`src/rtl/irq_ctrl_pkg.sv`:
```
`default_nettype none
// ============================================================================
//  Module   : irq_ctrl_pkg
//  Purpose  : Shared definitions for the interrupt controller: default source
//             count / id width and the request FSM state encoding.
//  Revision : 1.0  initial release
// ============================================================================
package irq_ctrl_pkg;

   localparam int IRQ_N_DEFAULT = 8;
   localparam int IRQ_W_DEFAULT = 3;

   // 2'b11 is never entered; the FSM treats it as IDLE.
   typedef enum logic [1:0] {
      IRQ_IDLE = 2'd0,
      IRQ_REQ  = 2'd1,
      IRQ_HOLD = 2'd2
   } irq_state_e;

endpackage
`default_nettype wire

```
`src/rtl/irq_ctrl_prio_enc.sv`:
```
`default_nettype none
// ============================================================================
//  Module   : prio_enc
//  Purpose  : Combinational lowest-index-first priority encoder.
//  Ports    : req   in  N  request vector
//             id    out W  index of lowest set bit (0 when none set)
//             valid out 1  at least one request bit set
//  Revision : 1.0  initial release
// ============================================================================
module prio_enc #(
   parameter int N = 8,
   parameter int W = 3
) (
   input  logic [N-1:0] req,
   output logic [W-1:0] id,
   output logic         valid
);

   always_comb begin
      id    = '0;
      valid = |req;
      // Scan downwards so the lowest set index is the last one written.
      for (int i = N - 1; i >= 0; i--) begin
         if (req[i]) begin
            id = W'(i);
         end
      end
   end

endmodule
`default_nettype wire

```
`src/rtl/irq_ctrl.sv`:
```
`default_nettype none
// ============================================================================
//  Module   : irq_ctrl
//  Purpose  : Latches one-cycle event pulses into pending bits, masks them and
//             presents one prioritised, stable request to the core until it is
//             acknowledged. Pulses on already-pending sources set sticky
//             overrun flags.
//  Ports    : clk, reset_n (sync, active low)
//             src[N]      event pulses          mask_we / mask_wdata[N]
//             ack         core acknowledge      ovr_clr  clear overruns
//             irq, irq_id[W]  registered request and its source id
//             mask[N], pending[N], overrun[N]  register views
//  Revision : 1.0  initial release
// ============================================================================
module irq_ctrl
   import irq_ctrl_pkg::*;
#(
   parameter int N = IRQ_N_DEFAULT,
   parameter int W = IRQ_W_DEFAULT
) (
   input  logic         clk,
   input  logic         reset_n,
   input  logic [N-1:0] src,
   input  logic         mask_we,
   input  logic [N-1:0] mask_wdata,
   input  logic         ack,
   input  logic         ovr_clr,
   output logic         irq,
   output logic [W-1:0] irq_id,
   output logic [N-1:0] mask,
   output logic [N-1:0] pending,
   output logic [N-1:0] overrun
);

   irq_state_e   state_q, state_d;
   logic         irq_q, irq_d;
   logic [W-1:0] irq_id_q, irq_id_d;
   logic [N-1:0] pending_q, pending_d;
   logic [N-1:0] mask_q, mask_d;
   logic [N-1:0] overrun_q, overrun_d;

   logic         ack_accept;
   logic [N-1:0] clr_vec;
   logic [W-1:0] win_id;
   logic         win_valid;

   prio_enc #(
      .N (N),
      .W (W)
   ) u_prio_enc (
      .req   (pending_q & mask_q),
      .id    (win_id),
      .valid (win_valid)
   );

   // An ack only counts while a request is actually being presented.
   assign ack_accept = (state_q == IRQ_REQ) && ack;
   assign clr_vec    = ack_accept ? (N'(1) << irq_id_q) : '0;

   always_comb begin
      // A new pulse beats a same-cycle clear, so the bit stays pending.
      pending_d = (pending_q & ~clr_vec) | src;
      // A pulse on a bit being cleared this cycle is a fresh event, not a loss.
      overrun_d = (ovr_clr ? '0 : overrun_q) | (src & pending_q & ~clr_vec);
      mask_d    = mask_we ? mask_wdata : mask_q;
   end

   always_comb begin
      state_d  = state_q;
      irq_id_d = irq_id_q;
      unique case (state_q)
         IRQ_IDLE: begin
            if (win_valid) begin
               irq_id_d = win_id;
               state_d  = IRQ_REQ;
            end
         end
         IRQ_REQ: begin
            if (ack) begin
               state_d = IRQ_HOLD;
            end
         end
         IRQ_HOLD: begin
            state_d = IRQ_IDLE;
         end
         default: begin
            state_d = IRQ_IDLE;
         end
      endcase
      irq_d = (state_d == IRQ_REQ);
   end

   always_ff @(posedge clk) begin
      if (!reset_n) begin
         state_q   <= IRQ_IDLE;
         irq_q     <= 1'b0;
         irq_id_q  <= '0;
         pending_q <= '0;
         mask_q    <= '0;
         overrun_q <= '0;
      end else begin
         state_q   <= state_d;
         irq_q     <= irq_d;
         irq_id_q  <= irq_id_d;
         pending_q <= pending_d;
         mask_q    <= mask_d;
         overrun_q <= overrun_d;
      end
   end

   assign irq     = irq_q;
   assign irq_id  = irq_id_q;
   assign mask    = mask_q;
   assign pending = pending_q;
   assign overrun = overrun_q;

endmodule
`default_nettype wire

```
`config.mk`:
```
export PLATFORM = sky130hd
export DESIGN_NAME = irq_ctrl
export DESIGN_NICKNAME = d
export VERILOG_FILES = /design/src/rtl/irq_ctrl_pkg.sv /design/src/rtl/irq_ctrl_prio_enc.sv /design/src/rtl/irq_ctrl.sv
export SDC_FILE = /design/constraint.sdc
export NUM_CORES = 1
export LEC_CHECK = 0
export BUFFER_PORTS_ARGS = -buffer_cell sky130_fd_sc_hd__buf_2
export CORE_UTILIZATION = 30
export CTS_BUF_LIST = sky130_fd_sc_hd__clkbuf_2 sky130_fd_sc_hd__clkbuf_4 sky130_fd_sc_hd__clkbuf_8
export DETAILED_ROUTE_END_ITERATION = 8
export PLACE_DENSITY = 0.61
export SKIP_LAST_GASP = 1
export SYNTH_ARGS = -nofsm -noshare
export SYNTH_HDL_FRONTEND = slang
export SYNTH_HIERARCHICAL = 1
export SYNTH_SLANG_ARGS = --single-unit
```
`constraint.sdc`:
```
create_clock -name clk -period 2.6 [get_ports clk]
set_input_delay 0.65 -clock clk [delete_from_list [all_inputs] [get_ports clk]]
set_output_delay 0.65 -clock clk [all_outputs]
set_load 0.1 [all_outputs]
```
==> run_results.csv, run 1 <==
group,metric,value,unit
outcome,status,"finished, final reports clean",
worst_setup_path,crit_family,"buffers and inverters",
layout,fin_cells,247,
timing,post-route-period-util,0.721,
route,drt-initial-drc-count,110,
worst_hold_path,hp-class,"reg -> reg",
timing,setup_tns,0,ns
cts,cts_sinks,30,
layout,n_fill_cell,420,
layout,layout.nets,217,
synthesis,synthAdderAreaFrac,0,
die,core.rowCount,23,
timing,maxSlewViolCount,0,
synthesis,seq_area_frac_synth,0.451,
synthesis,yosys.cell_count.top_type,"dfxtp_1",
synthesis,yosys.area.top_type,"dfxtp_1",
die,ios,49,
cts,clockRootBuffer,"clkbuf_8",
route,firstDrtPassIters,4,
layout,antennaDiodeCount,0,
timing,rsz0062_at_grt,"no",
layout,fin_area,0.00170,mm2
global_routing,antenna_found_initial,0,
power_and_ir_drop,power_leakage,0.774,nW
global_routing,grt_pass1_vias,919,
cts,cts_resized,0,
synthesis,synth_mux_area_frac,0.0902,
route,routed_wl,2.96,mm
place,hpwl,2.14,mm
layout,final_util,0.412,
synthesis,syn_inst,147,
route,vias,1128,
worst_setup_path,cp_max_fo,7,
die,initial_core_util,0.324,
synthesis,async_flop_share,0,
cts,clk_pin_slew_worst_paths,0.07,ns
worst_setup_path,max_stage_delay,0.48,ns
worst_setup_path,cp.depth,1,
worst_setup_path,crit_chain,"buf_2",
place,placed_area,0.00160,mm2
layout,drive_gt1_frac,0.315,
synthesis,syn_avg_cell_area,9.06,um2
route,remaining_drc_errors,0,
power_and_ir_drop,ir_drop,0.000227,V
timing,worst_pin_slew,0.700,ns
synthesis,yosys.area_share.simple,0.342,
synthesis,synth_edf_count,0,
timing,fin_worst_skew,0.0105,ns
worst_setup_path,crit_start,"irq_id[2]$_SDFFE_PN0P_",
cts,clock_latency,0.28,ns
global_routing,grt_pass1_wl,4.35,mm
place,portBuffers,48,
place,dp_cells,239,
worst_setup_path,start_kind,"flip-flop",
cts,htreeDepth,2,
worst_setup_path,cp-endpoint,"irq_id[2]",
synthesis,yosysWarnings,6,
layout,syn2layout_area_growth,27.3,%
cts,cts_setup_buffers,0,
synthesis,synthFlopType,"dfxtp_1",
timing,relSlewSlack,0.533,
synthesis,synth.top_cell.area_share,0.451,
timing,setup_ws,0.725,ns
timing,finalHoldViolCount,0,
cts,cts_buffers,5,
synthesis,synthTopCellsByArea,"dfxtp_1 (45%), mux2i_1 (9.0%), nor2b_1 (5.6%)",
die,die-area,0.00471,mm2
synthesis,yosysUniqueCellTypes,27,
worst_setup_path,worst-path-buf-inv,1,
synthesis,synth-xor-area-share,0,
worst_setup_path,rrSetupSlack,1.04,ns
synthesis,synth_compound_area_frac,0.0855,
global_routing,grt.total_usage,0.130,
timing,min_period,1.87,ns
synthesis,synthTopCellsByCount,"dfxtp_1 (30), nand2_1 (18), o21ai_0 (15)",
synthesis,syn_area,0.00133,mm2
power_and_ir_drop,power.density,776,mW/mm2
place,place_congestion,0.717,
synthesis,synth_top_family_by_area,"simple AND/OR/NAND/NOR gates",
cts,cts_buffer_depth,2,
worst_setup_path,rr_startpoint,"pending[4]$_SDFF_PN0_",
die,coreArea,0.00412,mm2
place,place_ws,1.02,ns
worst_setup_path,reg2reg_depth,6,
run,maxCapViolCount,0,
global_routing,grt_overflow,0,
worst_setup_path,endpoint_kind,"output pin",
worst_hold_path,hold_depth,2,
global_routing,grt_max_degree,47,
worst_setup_path,timing.rr.end,"irq_id[1]$_SDFFE_PN0P_",
route,ant_nets,0,
worst_setup_path,worstSetupPathType,"reg -> out",
die,fp.dieW,68.6,um
worst_setup_path,critPathSlowestCell,"buf_2",
route,vias_per_cell,4.57,
timing,setup_viol,0,
cts,holdBufCountCts,0,
cts,cts_tree,"built",
worst_setup_path,cp.arrival,1.22,ns
route,drt-wirelength-per-cell,12.0,um
die,die_h,68.6,um
worst_setup_path,worstPathRequired,1.95,ns
timing,fmaxAchievable,533,MHz
synthesis,synth-seq-cells,30,
synthesis,synthesis.nets,168,
metrics by stage:
step           total power (W)  hold slack, ns
2_1_floorplan         0.000863           0.517
3_3_place_gp          0.000928           0.462
3_5_place_dp          0.000930           0.471
4_1_cts                0.00133           0.483
5_1_grt                0.00137           0.497
6_report               0.00132           0.483
report_power, final:
part / internal (W) / switching [W] / leakage (nW) / total, W
logic: 0.0000819 / 0.000305 / 0.475 / 0.000387
clock network: 0.000224 / 0.000174 / 0.0517 / 0.000398
registers: 0.000496 / 0.0000348 / 0.248 / 0.000531
total: 0.000802 / 0.000514 / 0.774 / 0.00132
sequential cells by signal (all words and copies together), names as in the netlist:
| signal | cells |
|---|---|
| irq | 1 |
| irq_id | 3 |
| mask | 8 |
| overrun | 8 |
| pending | 8 |
| state_q | 2 |
worst min-delay path, cell delays in order (launching register included):
cell,delay [ns]
dfxtp_1,0.31
nand3b_1,0.07
o21ai_1,0.05
layer usage:
| layer | track usage | part of all wire |
|---|---|---|
| met1 | 0.182 | 0.51 |
| met2 | 0.178 | 0.41 |
| met3 | 0.0313 | 0.066 |
| met4 | 0.0781 | 0.012 |
| met5 | 0 | 0 |
cell type report:
type	count	area (um2)	share of cell area
clock buffer	7	90.1	0.0531
inverter	2	7.51	0.00443
multi-input combinational	109	689	0.407
clock inverter	1	5.00	0.00295
tap	50	62.6	0.0369
sequential	30	601	0.354
timing repair buffer	48	240	0.142
cell families (layout without fill, tap and decap cells):
family | count (synthesis) | after routing
muxes | 12 | 12
buffers and inverters | 8 | 58
AOI/OAI and AO/OA | 21 | 21
and+or+nand+nor | 76 | 76
DFF | 30 | 30
cell usage in the layout (no fill, tap or decap), types with 2 or more instances in the layout:
cell type,synthesis,routed
nand3b_1,8,8
nor3_2,2,2
nor2_1,9,9
mux2i_1,12,12
buf_2,3,48
and2_1,8,8
nor2b_1,12,12
nand3_1,9,9
nor3b_1,2,2
nand2_1,18,18
inv_1,2,2
nand2b_1,2,2
dfxtp_1,30,30
clkbuf_8,0,6
o21ai_0,15,15
o21ai_1,2,2
worst min path at each step:
stage                     startpoint                     to  slack [ns]
6_report       overrun[2]$_SDFF_PN0_  overrun[2]$_SDFF_PN0_        0.48
5_1_grt        overrun[2]$_SDFF_PN0_  overrun[2]$_SDFF_PN0_        0.50
4_1_cts        overrun[2]$_SDFF_PN0_  overrun[2]$_SDFF_PN0_        0.48
3_5_place_dp   overrun[2]$_SDFF_PN0_  overrun[2]$_SDFF_PN0_        0.47
3_3_place_gp   overrun[3]$_SDFF_PN0_  overrun[3]$_SDFF_PN0_        0.46
2_1_floorplan  state_q[1]$_SDFF_PN0_  state_q[1]$_SDFF_PN0_        0.52
No activity file was read; power rests on OpenSTA's default activity.
==> inputs of run 2 (changes only) <==
==> constraint.sdc (replaced) <==
create_clock -name clk -period 1.8 [get_ports clk]
set_input_delay 0.45 -clock clk [delete_from_list [all_inputs] [get_ports clk]]
set_output_delay 0.45 -clock clk [all_outputs]
set_load 0.1 [all_outputs]
==> run_results.csv, run 2 (synthesized netlist as in run 1, its figures left out) <==
group,metric,value,unit
outcome,status,"finished, final reports clean",
global_routing,grt_pass1_wl,4.79,mm
layout,layout.nets,218,
place,hpwl,2.34,mm
worst_hold_path,hp-start,"src[5]",
place,place_ws,0.303,ns
die,ios,49,
power_and_ir_drop,power.density,1100,mW/mm2
worst_setup_path,worstPathRequired,1.35,ns
route,ant_nets,0,
global_routing,grt.total_usage,0.143,
worst_setup_path,crit_chain,"buf_2",
timing,fmaxAchievable,587,MHz
timing,rsz0062_at_grt,"no",
worst_setup_path,max_stage_delay,0.49,ns
die,core.rowCount,23,
worst_setup_path,rr_startpoint,"pending[4]$_SDFF_PN0_",
worst_setup_path,cp_max_fo,7,
layout,fin_area,0.00174,mm2
cts,clk_pin_slew_worst_paths,0.06,ns
layout,layout_commonest_cell,"buf_2",
worst_hold_path,whs_endpoint,"pending[5]$_SDFF_PN0_",
cts,holdBufCountCts,0,
layout,n_fill_cell,423,
route,routed_wl,3.07,mm
timing,min_period,1.70,ns
cts,cts_tree,"built",
timing,fin_worst_skew,0.00588,ns
power_and_ir_drop,seqPwrFrac,0.406,
die,initial_core_util,0.324,
timing,setup_ws,0.0953,ns
route,vias_per_cell,4.75,
global_routing,grt_max_degree,30,
worst_setup_path,cp.arrival,1.25,ns
worst_setup_path,crit_family,"buffers and inverters",
place,place_congestion,0.728,
cts,cts_resized,0,
worst_setup_path,endpoint_kind,"output pin",
route,drt-initial-drc-count,63,
timing,whs,0.375,ns
route,remaining_drc_errors,0,
cts,clock_latency,0.28,ns
die,fp.dieW,68.6,um
global_routing,antenna_found_initial,0,
global_routing,grt_overflow,0,
worst_setup_path,worst-path-buf-inv,1,
timing,setup_viol,0,
layout,syn2layout_area_growth,30.4,%
route,vias,1179,
timing,maxSlewViolCount,0,
cts,cts_buffers,5,
worst_hold_path,hp-class,"in -> reg",
place,placed_area,0.00164,mm2
run,maxCapViolCount,0,
power_and_ir_drop,ir_drop,0.000321,V
cts,htreeDepth,2,
power_and_ir_drop,p_clk_frac,0.297,
timing,relSlewSlack,0.672,
power_and_ir_drop,power_frac_comb,0.297,
global_routing,grt_pass1_vias,1022,
worst_setup_path,rrSetupSlack,0.29,ns
route,drt-wirelength-per-cell,12.4,um
worst_setup_path,worstSetupPathType,"reg -> out",
layout,layout_common_cells,"buf_2 (48), nand2_1 (18), dfxtp_2 (16), o21ai_0 (15), dfxtp_1 (14)",
cts,cts_buffer_depth,2,
timing,setup_tns,0,ns
worst_setup_path,crit_start,"irq_id[2]$_SDFFE_PN0P_",
worst_hold_path,hold_depth,3,
die,coreArea,0.00412,mm2
power_and_ir_drop,internal_power,0.00117,W
timing,post-route-period-util,0.947,
worst_setup_path,timing.rr.end,"irq_id[0]$_SDFFE_PN0P_",
die,die_h,68.6,um
worst_setup_path,start_kind,"flip-flop",
cts,clockRootBuffer,"clkbuf_8",
worst_setup_path,reg2reg_depth,6,
layout,drive_gt1_frac,0.399,
cts,cts_setup_buffers,0,
power_and_ir_drop,power_leakage,0.788,nW
layout,antennaDiodeCount,0,
timing,worst_pin_slew,0.496,ns
timing,finalHoldViolCount,0,
route,firstDrtPassIters,5,
cts,cts_sinks,30,
power_and_ir_drop,switching_share,0.387,
worst_setup_path,critPathSlowestCell,"buf_2",
die,die-area,0.00471,mm2
place,portBuffers,48,
power_and_ir_drop,p_sw,0.000737,W
-- run 2: cell count changes in the layout (fill, tap and decap cells not counted) --
cell,previous run,this run
dfxtp_1,30,14
dfxtp_2,0,16
buf_12,0,1
-- run 2: final cells by class --
cell class,instances,area [um2],share of cell area
timing repair buffer,49,260,0.150
multi-input combinational,109,689,0.397
inverter,2,7.51,0.00433
sequential,30,621,0.358
tap,50,62.6,0.0360
clock inverter,1,5.00,0.00288
clock buffer,7,90.1,0.0519
-- run 2: worst max-delay path by stage --
| stage | end | slack, ns | cells past startpoint |
|---|---|---|---|
| final | irq_id[2] | 0.1 | 1 |
| after global routing | irq_id[2] | 0.04 | 1 |
| after CTS | irq_id[2] | 0.07 | 1 |
| after detailed placement | irq_id[2]$_SDFFE_PN0P_ | 0.30 | 6 |
| after global placement | irq_id[0]$_SDFFE_PN0P_ | 0.36 | 6 |
| after floorplan | irq_id[2]$_SDFFE_PN0P_ | 0.12 | 6 |
-- run 2: worst min-delay path: stages --
cell and delay [ns]:
buf_2 0.09, nand2_1 0.04, o21ai_0 0.05
-- run 2: stage by stage --
stage / power [W] / std cells / utilization
2_1_floorplan: 0.00125 / 147 / -
3_3_place_gp: 0.00136 / 240 / 0.399
3_5_place_dp: 0.00136 / 240 / 0.399
4_1_cts: 0.00193 / 248 / 0.422
5_1_grt: 0.00200 / 248 / 0.422
6_report: 0.00191 / 248 / 0.422
-- run 2: power groups by stage --
stage	Sequential [W]	Clock (W)	Combinational, W
global route	0.000782	0.000620	0.000598
detailed placement	0.000789	0	0.000569
finish	0.000774	0.000565	0.000567
global placement	0.000787	0	0.000568
floorplan	0.00112	0	0.000131
CTS	0.000775	0.000586	0.000570
-- run 2: routing by layer --
| layer | vias up | routed length (um) | track usage |
|---|---|---|---|
| met3 | 6 | 183 | 0.0543 |
| met1 | 536 | 1380 | 0.176 |
| met2 | 37 | 1430 | 0.216 |
| met5 | - | 0 | 0 |
| met4 | 0 | 68 | 0.0703 |
| li1 | 600 | - | - |
==> inputs of run 3 (changes only) <==
--- a/config.mk
+++ b/config.mk
@@ -6,12 +6,12 @@
 export NUM_CORES = 1
 export LEC_CHECK = 0
 export BUFFER_PORTS_ARGS = -buffer_cell sky130_fd_sc_hd__buf_2
+export CAP_MARGIN = 20
 export CORE_UTILIZATION = 30
 export CTS_BUF_LIST = sky130_fd_sc_hd__clkbuf_2 sky130_fd_sc_hd__clkbuf_4 sky130_fd_sc_hd__clkbuf_8
 export DETAILED_ROUTE_END_ITERATION = 8
-export PLACE_DENSITY = 0.61
+export PLACE_DENSITY = 0.62
 export SKIP_LAST_GASP = 1
 export SYNTH_ARGS = -nofsm -noshare
 export SYNTH_HDL_FRONTEND = slang
-export SYNTH_HIERARCHICAL = 1
 export SYNTH_SLANG_ARGS = --single-unit
==> run_results.csv, run 3 <==
group,metric,value,unit
outcome,status,"finished, violations left",
outcome,violations,"design-rule violations",
place,hpwl,2.33,mm
cts,clock_latency,0.28,ns
cts,cts_tree,"built",
timing,worst_pin_slew,0.563,ns
synthesis,synth_edf_count,0,
place,portBuffers,48,
synthesis,synthesis.nets,142,
layout,drive_gt1_frac,0.366,
cts,cts_setup_buffers,0,
synthesis,synthTopCellsByCount,"dfxtp_1 (30), o21a_1 (14)",
layout,layout_commonest_cell,"buf_2",
power_and_ir_drop,power_leakage,0.775,nW
die,fp.dieW,66.4,um
synthesis,synth-seq-cells,30,
route,ant_nets,0,
route,vias_per_cell,4.94,
die,core.rowCount,23,
die,die_h,66.4,um
synthesis,syn_inst,121,
worst_setup_path,cp_max_fo,7,
worst_setup_path,crit_chain,"buf_2",
worst_setup_path,worstSetupPathType,"reg -> out",
timing,relSlewSlack,0.625,
timing,finalHoldViolCount,0,
route,drt-initial-drc-count,26,
worst_setup_path,rr_startpoint,"pending[2]$_SDFF_PN0_",
layout,antennaDiodeCount,0,
synthesis,synthFlopType,"dfxtp_1",
layout,ff_latch_area,603,um2
timing,rsz0062_at_grt,"no",
worst_setup_path,worst-path-buf-inv,1,
synthesis,async_flop_share,0,
route,vias,1097,
die,coreArea,0.00400,mm2
place,place_ws,0.354,ns
worst_setup_path,start_kind,"flip-flop",
worst_hold_path,hp-class,"in -> reg",
layout,syn2layout_area_growth,31.7,%
cts,clk_pin_slew_worst_paths,0.06,ns
global_routing,antenna_found_initial,0,
layout,n_fill_cell,417,
timing,setup_ws,0.153,ns
layout,layout.nets,192,
worst_setup_path,worstPathRequired,1.35,ns
die,ios,49,
cts,holdBufCountCts,0,
layout,layout_common_cells,"buf_2 (48), dfxtp_1 (28), o21a_1 (14)",
route,routed_wl,3.11,mm
synthesis,syn_area,0.00124,mm2
route,firstDrtPassIters,6,
synthesis,yosysUniqueCellTypes,24,
cts,cts_buffer_depth,2,
die,die-area,0.00441,mm2
worst_setup_path,cp.arrival,1.20,ns
cts,htreeDepth,2,
synthesis,yosys.area.top_type,"dfxtp_1",
worst_setup_path,max_stage_delay,0.47,ns
global_routing,grt_overflow,0,
layout,multiInputGateArea,622,um2
timing,post-route-period-util,0.915,
timing,maxSlewViolCount,0,
worst_hold_path,hold_depth,2,
power_and_ir_drop,power.density,1160,mW/mm2
timing,min_period,1.65,ns
cts,cts_buffers,5,
worst_setup_path,rrSetupSlack,0.44,ns
cts,cts_resized,0,
route,drt-wirelength-per-cell,14.0,um
synthesis,synth.top_cell.area_share,0.483,
timing,fmaxAchievable,607,MHz
run,maxCapViolCount,0,
worst_hold_path,whs_endpoint,"pending[0]$_SDFF_PN0_",
global_routing,grt_pass1_wl,5.13,mm
route,remaining_drc_errors,2,
worst_setup_path,critPathSlowestCell,"buf_2",
global_routing,grt.total_usage,0.158,
worst_hold_path,hp-start,"src[0]",
synthesis,seq_area_frac_synth,0.483,
worst_setup_path,crit_family,"buffers and inverters",
timing,setup_viol,0,
worst_setup_path,reg2reg_depth,4,
synthesis,syn_avg_cell_area,10.3,um2
power_and_ir_drop,ir_drop,0.000533,V
timing,whs,0.394,ns
synthesis,yosys.cell_count.top_type,"dfxtp_1",
synthesis,synthTopCellsByArea,"dfxtp_1 (48%), o21a_1 (8.5%), mux2i_1 (6.4%)",
global_routing,grt_max_degree,40,
timing,setup_tns,0,ns
worst_setup_path,endpoint_kind,"output pin",
timing,fin_worst_skew,0.00159,ns
layout,final_util,0.409,
synthesis,yosysWarnings,0,
die,initial_core_util,0.311,
worst_setup_path,timing.rr.end,"state_q[0]$_SDFF_PN0_",
place,place_congestion,0.749,
global_routing,grt_pass1_vias,1117,
cts,clockRootBuffer,"clkbuf_8",
cts,cts_sinks,30,
run 3: changes by cell type in the layout (fill, tap and decap cells not counted), moves of 5 or more:
cell and change:
and3b_1 +7, nor2_1 -6, o21ai_0 -13, a21oi_1 +5, nand2_1 -11, dfxtp_2 -14, nand3b_1 -8, and2_1 -8
o21a_1 +14, a31o_1 +8, dfxtp_1 +14, nand3_1 -9
run 3: area by class of cell:
| cell class | instances | area share |
|---|---|---|
| clock buffer | 8 | 0.0672 |
| sequential | 30 | 0.368 |
| timing repair buffer | 48 | 0.147 |
| multi-input combinational | 86 | 0.380 |
| tap | 50 | 0.0382 |
run 3: how the worst max path moves through the flow:
stage | startpoint | depth (start not counted) | endpoint | slack, ns
global route | irq_id[2]$_SDFFE_PN0P_ | 1 | irq_id[2] | 0.07
global placement | ack | 5 | overrun[0]$_SDFF_PN0_ | 0.38
CTS | irq_id[0]$_SDFFE_PN0P_ | 1 | irq_id[0] | 0.15
finish | irq_id[0]$_SDFFE_PN0P_ | 1 | irq_id[0] | 0.15
detailed placement | ack | 5 | overrun[0]$_SDFF_PN0_ | 0.35
floorplan | pending[2]$_SDFF_PN0_ | 4 | irq_id[0]$_SDFFE_PN0P_ | 0.0006
run 3: cells by family (layout without fill, tap and decap cells):
kind of cell	count (synthesis)	count (layout)	share of synthesized area
buf+inv	5	56	0.0171
flops	30	30	0.483
compound gates	39	39	0.233
mux	8	8	0.0644
simple gates	39	39	0.202
run 3: report_power, final:
part	switching, W	internal (W)
clock network	0.000252	0.000386
registers	0.0000460	0.000712
logic	0.000401	0.000110
total	0.000699	0.00121
run 3: stage by stage:
step / std cells / cell area (um2) / power (W)
finish: 222 / 1640 / 0.00191
global route: 222 / 1640 / 0.00198
CTS: 222 / 1640 / 0.00192
detailed placement: 214 / 1530 / 0.00129
global placement: 214 / 1530 / 0.00128
floorplan: 121 / 1250 / 0.00119
run 3: metal layers:
layer,vias up,global-route usage,part of all wire
met1,507,0.185,0.43
met5,-,0,0
met3,5,0.0431,0.080
li1,543,-,-
met2,42,0.265,0.48
met4,0,0.0718,0.016
